<file path="config.mk">
export PLATFORM = sky130hd
export DESIGN_NAME = etapa_wb_banco
export DESIGN_NICKNAME = d
export VERILOG_FILES = /design/src/rtl/etapa_wb_banco.sv
export SDC_FILE = /design/constraint.sdc
export NUM_CORES = 2
export LEC_CHECK = 0
export ABC_CLOCK_PERIOD_IN_PS = 4200
export CORE_ASPECT_RATIO = 1.75
export CORE_MARGIN = 4
export CORE_UTILIZATION = 50
export DETAILED_ROUTE_END_ITERATION = 16
export HOLD_SLACK_MARGIN = 0.02
export PLACE_DENSITY = 0.75
export SLEW_MARGIN = 25
export SYNTH_ARGS = -nofsm -noshare
export SYNTH_HDL_FRONTEND = slang
export SYNTH_SLANG_ARGS = --single-unit
</file>
<file path="constraint.sdc">
create_clock -name clk -period 4.2 [get_ports clk]
set_clock_uncertainty 0.2 [all_clocks]
set_input_delay 0.63 -clock clk [delete_from_list [all_inputs] [get_ports clk]]
set_output_delay 0.63 -clock clk [all_outputs]
set_load 0.03 [all_outputs]
</file>
<file path="src/rtl/etapa_wb_banco.sv">
// etapa_wb_banco
// Write-back stage and integer register bank at the consuming end of MEM/WB.
// Selects ALU result or load data, commits it to the addressed register and
// serves two combinational read ports to decode. Register 0 reads as zero and
// ignores writes. A registered trace reports each effective write one cycle
// later.
//
// Build option: define ETAPA_WB_BYPASS_EN to make a same-cycle write visible
// on a read port addressing the destination (write-before-read).
//
// Ports:
//   clk, reinicio (sync, active-high)
//   escribir_reg_entrada, mem_a_reg_entrada, resultado_alu_entrada,
//   dato_mem_entrada, registro_destino_entrada   -- MEM/WB write request
//   dir_lectura_a/b  -> dato_lectura_a/b         -- combinational reads
//   escritura_valida_salida, registro_escrito_salida,
//   dato_escrito_salida                          -- commit trace
module etapa_wb_banco #(
  parameter int ANCHO_DATO = 32,
  parameter int ANCHO_DIR  = 5
) (
  input  logic                  clk,
  input  logic                  reinicio,
  input  logic                  escribir_reg_entrada,
  input  logic                  mem_a_reg_entrada,
  input  logic [ANCHO_DATO-1:0] resultado_alu_entrada,
  input  logic [ANCHO_DATO-1:0] dato_mem_entrada,
  input  logic [ANCHO_DIR-1:0]  registro_destino_entrada,
  input  logic [ANCHO_DIR-1:0]  dir_lectura_a,
  input  logic [ANCHO_DIR-1:0]  dir_lectura_b,
  output logic [ANCHO_DATO-1:0] dato_lectura_a,
  output logic [ANCHO_DATO-1:0] dato_lectura_b,
  output logic                  escritura_valida_salida,
  output logic [ANCHO_DIR-1:0]  registro_escrito_salida,
  output logic [ANCHO_DATO-1:0] dato_escrito_salida
);

  localparam int NUM_REG = 2**ANCHO_DIR;

  logic [ANCHO_DATO-1:0] banco [NUM_REG];
  logic [ANCHO_DATO-1:0] dato_wb;
  logic                  escritura_efectiva;

  always_comb begin
    dato_wb            = mem_a_reg_entrada ? dato_mem_entrada : resultado_alu_entrada;
    escritura_efectiva = escribir_reg_entrada && (registro_destino_entrada != '0) && !reinicio;
  end

  // Entry 0 is cleared on reset and never written, so it stays zero.
  always_ff @(posedge clk) begin
    if (reinicio) begin
      banco <= '{default: '0};
    end else if (escritura_efectiva) begin
      banco[registro_destino_entrada] <= dato_wb;
    end
  end

  always_ff @(posedge clk) begin
    if (reinicio) begin
      escritura_valida_salida <= 1'b0;
      registro_escrito_salida <= '0;
      dato_escrito_salida     <= '0;
    end else begin
      escritura_valida_salida <= escritura_efectiva;
      if (escritura_efectiva) begin
        registro_escrito_salida <= registro_destino_entrada;
        dato_escrito_salida     <= dato_wb;
      end
    end
  end

  // escritura_efectiva already excludes address 0 and reset, so the bypass
  // compare needs no extra qualification.
  always_comb begin
    dato_lectura_a = banco[dir_lectura_a];
`ifdef ETAPA_WB_BYPASS_EN
    if (escritura_efectiva && (dir_lectura_a == registro_destino_entrada)) begin
      dato_lectura_a = dato_wb;
    end
`endif
    if (reinicio || (dir_lectura_a == '0)) begin
      dato_lectura_a = '0;
    end
  end

  always_comb begin
    dato_lectura_b = banco[dir_lectura_b];
`ifdef ETAPA_WB_BYPASS_EN
    if (escritura_efectiva && (dir_lectura_b == registro_destino_entrada)) begin
      dato_lectura_b = dato_wb;
    end
`endif
    if (reinicio || (dir_lectura_b == '0)) begin
      dato_lectura_b = '0;
    end
  end

endmodule

</file>
=== Yosys cells after proc, flatten, opt, wreduce, memory -nomap -nowiden ===
Cells that the tools add are included.

* Register bits: 1062
* Output and inout bits: 102
* Word-level logic and storage cells: 63

* $lt $le $gt $ge: 4
* Muxes and demuxes: 12
* Bitwise logic cells: 3
* Reduce and logical (&&, ||, !) cells: 9

{| class="wikitable"
|+ Operators with widths
! operator !! count
|-
| 1024-bit bitwise mux || 1
|-
| 32-bit binary-select mux with 5-bit select || 2
|-
| 32-bit two-way mux || 8
|-
| 32-bit demux with 5-bit select || 1
|-
| 6-bit >= comparator (second input constant) || 3
|-
| 5-bit NOT with 6-bit output || 3
|-
| 5-bit zero test || 2
|-
| 6-bit by 1-bit < comparator with 1-bit output (second input constant) || 1
|-
| 5-bit nonzero test || 1
|-
| 1-bit logical AND || 3
|-
| 1-bit logical OR || 2
|-
| 1-bit zero test || 1
|}

=== Logic depth before layout (Yosys ltp) ===
* Depth in word-level cells: 6
* Gate-level depth with buffers: 8

=== Least setup slack after synthesis ===
No wires, ideal clock.

* Path kind: input -> output
* Start point: input dir_lectura_b[0]
* End point: output dato_lectura_b[11]
* Arrival: 2.473 ns
* Data required time: 3.370 ns
* Path slack: 0.897 ns
* Cell stages on the path: 7
* Path through: clkbuf_1 buf_2 buf_2 buf_1 mux4_2 a31oi_1 nand4_1

* Longest elaborated chain between the ends: 5

{| class="wikitable"
|+ Ends and longest elaborated chain
! element !! RTL line !! text
|-
| start, declared || 30 || <nowiki>input logic [ANCHO_DIR-1:0] dir_lectura_b,</nowiki>
|-
| 5-bit NOT with 6-bit output (implied by the code) || 87 || <nowiki>dato_lectura_b = banco[dir_lectura_b];</nowiki>
|-
| 32-bit binary-select mux with 5-bit select || 87 ||
|-
| 32-bit two-way mux (implied by the code) (2 in a row) || 87 ||
|-
| 32-bit two-way mux * || 93 || <nowiki>if (reinicio || (dir_lectura_b == '0)) begin</nowiki>
|-
| end, declared || 32 || <nowiki>output logic [ANCHO_DATO-1:0] dato_lectura_b,</nowiki>
|}

Mark *: on every way between the ends. The rest lies on a longest branch, timed or not. The select of a mux whose other input is x is not followed.

=== Worst setup path after layout ===
* Start point: input dir_lectura_b[3]
* End point: output dato_lectura_b[10]

The elaborated chain is that of the path after synthesis.

==> results.sh <==
export IMPL_cts_buffers=94
export IMPL_synth_largest_area_cell="dfxtp_1"
export IMPL_cts_root_buf="clkbuf_16"
export IMPL_wl_per_cell_um=27.88
export IMPL_rsz0062_at_grt="no"
export IMPL_grt_pass1_vias=45180
export IMPL_postLayoutCoreUtil=0.5835
export IMPL_synth_flop_cell="dfxtp_1"
export IMPL_final_cells=6712
export IMPL_yosysWarningCount=0
export IMPL_clock_path_buffers=3
export IMPL_cts_hold_buf=1
export IMPL_p_total_uw=21860
export IMPL_htreeDepth=3
export IMPL_async_flop_share=0
export IMPL_crit_fanout=24
export IMPL_maxCapViolCount=0
export IMPL_whs_ns=0.2029
export IMPL_layout_min_cycle_time_ns=4.202
export IMPL_synth_seq_cells=1062
export IMPL_nFillCells=8525
export IMPL_start_util=0.5049
export IMPL_cts_repair_resized=0
export IMPL_regArea_mm2=0.02126
export IMPL_synth_top_area_frac=0.4070
export IMPL_setup_ws_ns=-0.001623
export IMPL_met3_usage=0.06455
export IMPL_design_die_area_mm2=0.1099
export IMPL_drtPass1Iterations=8
export IMPL_status="finished, violations left"
export IMPL_syn_instance_count=5421
export IMPL_core_mm2=0.1034
export IMPL_synthTopCellsByCount="dfxtp_1 (1062), nor2_1 (1043), a211oi_1 (968)"
export IMPL_multi_input_area_mm2=0.02884
export IMPL_end_kind="primary output"
export IMPL_io_pins=185
export IMPL_cts_sinks=1062
export IMPL_synth_nets=5504
export IMPL_maxSlewHeadroom=0.2239
export IMPL_synth_area_mm2=0.05223
export IMPL_synth_simple_area_share=0.1180
export IMPL_yosysMostFrequentCell="dfxtp_1"
export IMPL_overflow=0
export IMPL_drcViolationCount=0
export IMPL_grt_use_met2=0.5288
export IMPL_drtIter0Drc=5699
export IMPL_setup_viol=1
export IMPL_cts_tree="done"
export IMPL_power_per_cell_area_mw_per_mm2=362.1
export IMPL_irDropWorstVdd_mv=0.3229
export IMPL_synth_edf_count=0
export IMPL_die_height_um=435.6
export IMPL_drive_above_1_share=0.1550
export IMPL_nets=5366
export IMPL_yosysSeqAreaShare=0.4070
export IMPL_hold_viol=0
export IMPL_syn_avg_cell_area_um2=9.635
export IMPL_grt_use_total=0.3280
export IMPL_dpl_cell_count=6520
export IMPL_post_cts_buffers=0
export IMPL_routed_wl_mm=187.1
export IMPL_grt_max_degree=232
export IMPL_violations="negative setup slack"
export IMPL_portBuffers=184
export IMPL_start_kind="input pin"
export IMPL_vias_per_cell=6.872
export IMPL_worstPathRequired_ns=3.37
export IMPL_synth_mux_area_frac=0.2125
export IMPL_hold_path_class="input pin to flip-flop"
export IMPL_die_w_um=252.3
export IMPL_synth_xor_area_frac=0
export IMPL_synthTopCellsByArea="dfxtp_1 (41%), a211oi_1 (14%), mux2i_1 (12%)"
export IMPL_num_rows=156
export IMPL_clkLatencyLatePin_ns=0.71
export IMPL_clk_pin_slew_ns=0.07
export IMPL_finalCritPeriodShare=1.000
export IMPL_area_growth_pct=15.57
export IMPL_ys_types=41
export IMPL_grt_pass1_wl_mm=278.7
export IMPL_synth_fa_ha_area_frac=0
export IMPL_busiest_layer="met2"
export IMPL_tns_ns=-0.001623
export IMPL_grt_use_met1=0.3831
export IMPL_vias=46130
export IMPL_synth_top_family_by_area="multiplexers"
export IMPL_ant_nets=0
export IMPL_tightest_slew_ns=1.164
export IMPL_critPathArrivalTime_ns=3.37
export IMPL_dp_hpwl_mm=114.0
export IMPL_p_leak_uw=0.02016
export IMPL_fmaxAchievable_mhz=238.0
export IMPL_worstSetupPathType="input pin to primary output"
export IMPL_antenna_found_initial=5
export IMPL_synth_compound_area_frac=0.2101
export IMPL_slew_viol_final=0
export IMPL_gp_congestion=0.8793
[path summary, 6_finish.rpt]
path,start,end,slack [ns],cells past startpoint
max,dir_lectura_b[3],dato_lectura_b[10],-0.002,7
min,reinicio,registro_escrito_salida[1],0.20,3
max reg2reg,banco[955],banco[955],3.12,2
min reg2reg,registro_escrito_salida[3],registro_escrito_salida[3],0.26,2
[flip-flops by register name (all words and copies together) (netlist names)]
name                     count
escritura_valida_salida      1
banco                     1024
registro_escrito_salida      5
dato_escrito_salida         32
[area by class of cell]
cell class | instances | share of cell area
multi-input cells | 3705 | 0.4778
clock inverters | 46 | 0.007504
well taps | 1343 | 0.02784
diodes | 6 | 0.0002487
repair buffers | 420 | 0.08913
clock buffers | 130 | 0.04523
flip-flops and latches | 1062 | 0.3522
[metal layers]
| metal | vias to the layer above | routed length, um |
|---|---|---|
| met4 | 2 | 17720 |
| met5 | - | 5 |
| li1 | 20120 | - |
| met2 | 2943 | 86650 |
| met3 | 971 | 18110 |
| met1 | 22100 | 64630 |
[per-stage QoR]
stage	setup slack, ns	area (um2)
2_1_floorplan	0.8971	52230
3_3_place_gp	0.1722	56860
3_5_place_dp	0.1944	57010
4_1_cts	0.1762	60200
5_1_grt	0.06623	60350
6_report	-0.001623	60360
[cells by family after synthesis]
kind of cell    after synthesis
flops                      1062
compound gates             1437
mux                         844
simple gates               1424
buf+inv                     654
[power breakdown]
part           internal (uW)  switching (uW)  total, uW  leakage, uW
Clock                   4910            4160       9070      0.00157
Sequential             10200            66.1      10200      0.00857
Combinational            924            1640       2560       0.0100
Total                  16000            5860      21900       0.0202
[worst max-delay path: stages]
cell,delay (ns)
clkdlybuf4s50_1,0.57
nor3b_2,0.26
buf_4,0.15
and2_2,0.91
a22oi_1,0.21
nand4_1,0.42
buf_12,0.18
[cells in the final DEF (no fill, tap or decap), types with 14 or more instances in the layout]
cell / n
a22oi_1: 329
a211oi_2: 56
nand4_1: 66
nor2_4: 24
nand3_1: 149
clkdlybuf4s50_1: 112
dfxtp_1: 1062
nor2_1: 1028
mux2i_4: 23
clkbuf_16: 96
mux4_2: 212
mux2i_1: 600
buf_4: 143
buf_8: 21
clkbuf_8: 20
clkbuf_1: 14
a21oi_1: 37
a211oi_1: 968
buf_12: 139
a31oi_1: 23
nor2b_1: 32
and3_1: 23
clkinv_2: 24
nand2_1: 48
a32oi_1: 20
No activity file was read; power rests on OpenSTA's default activity.
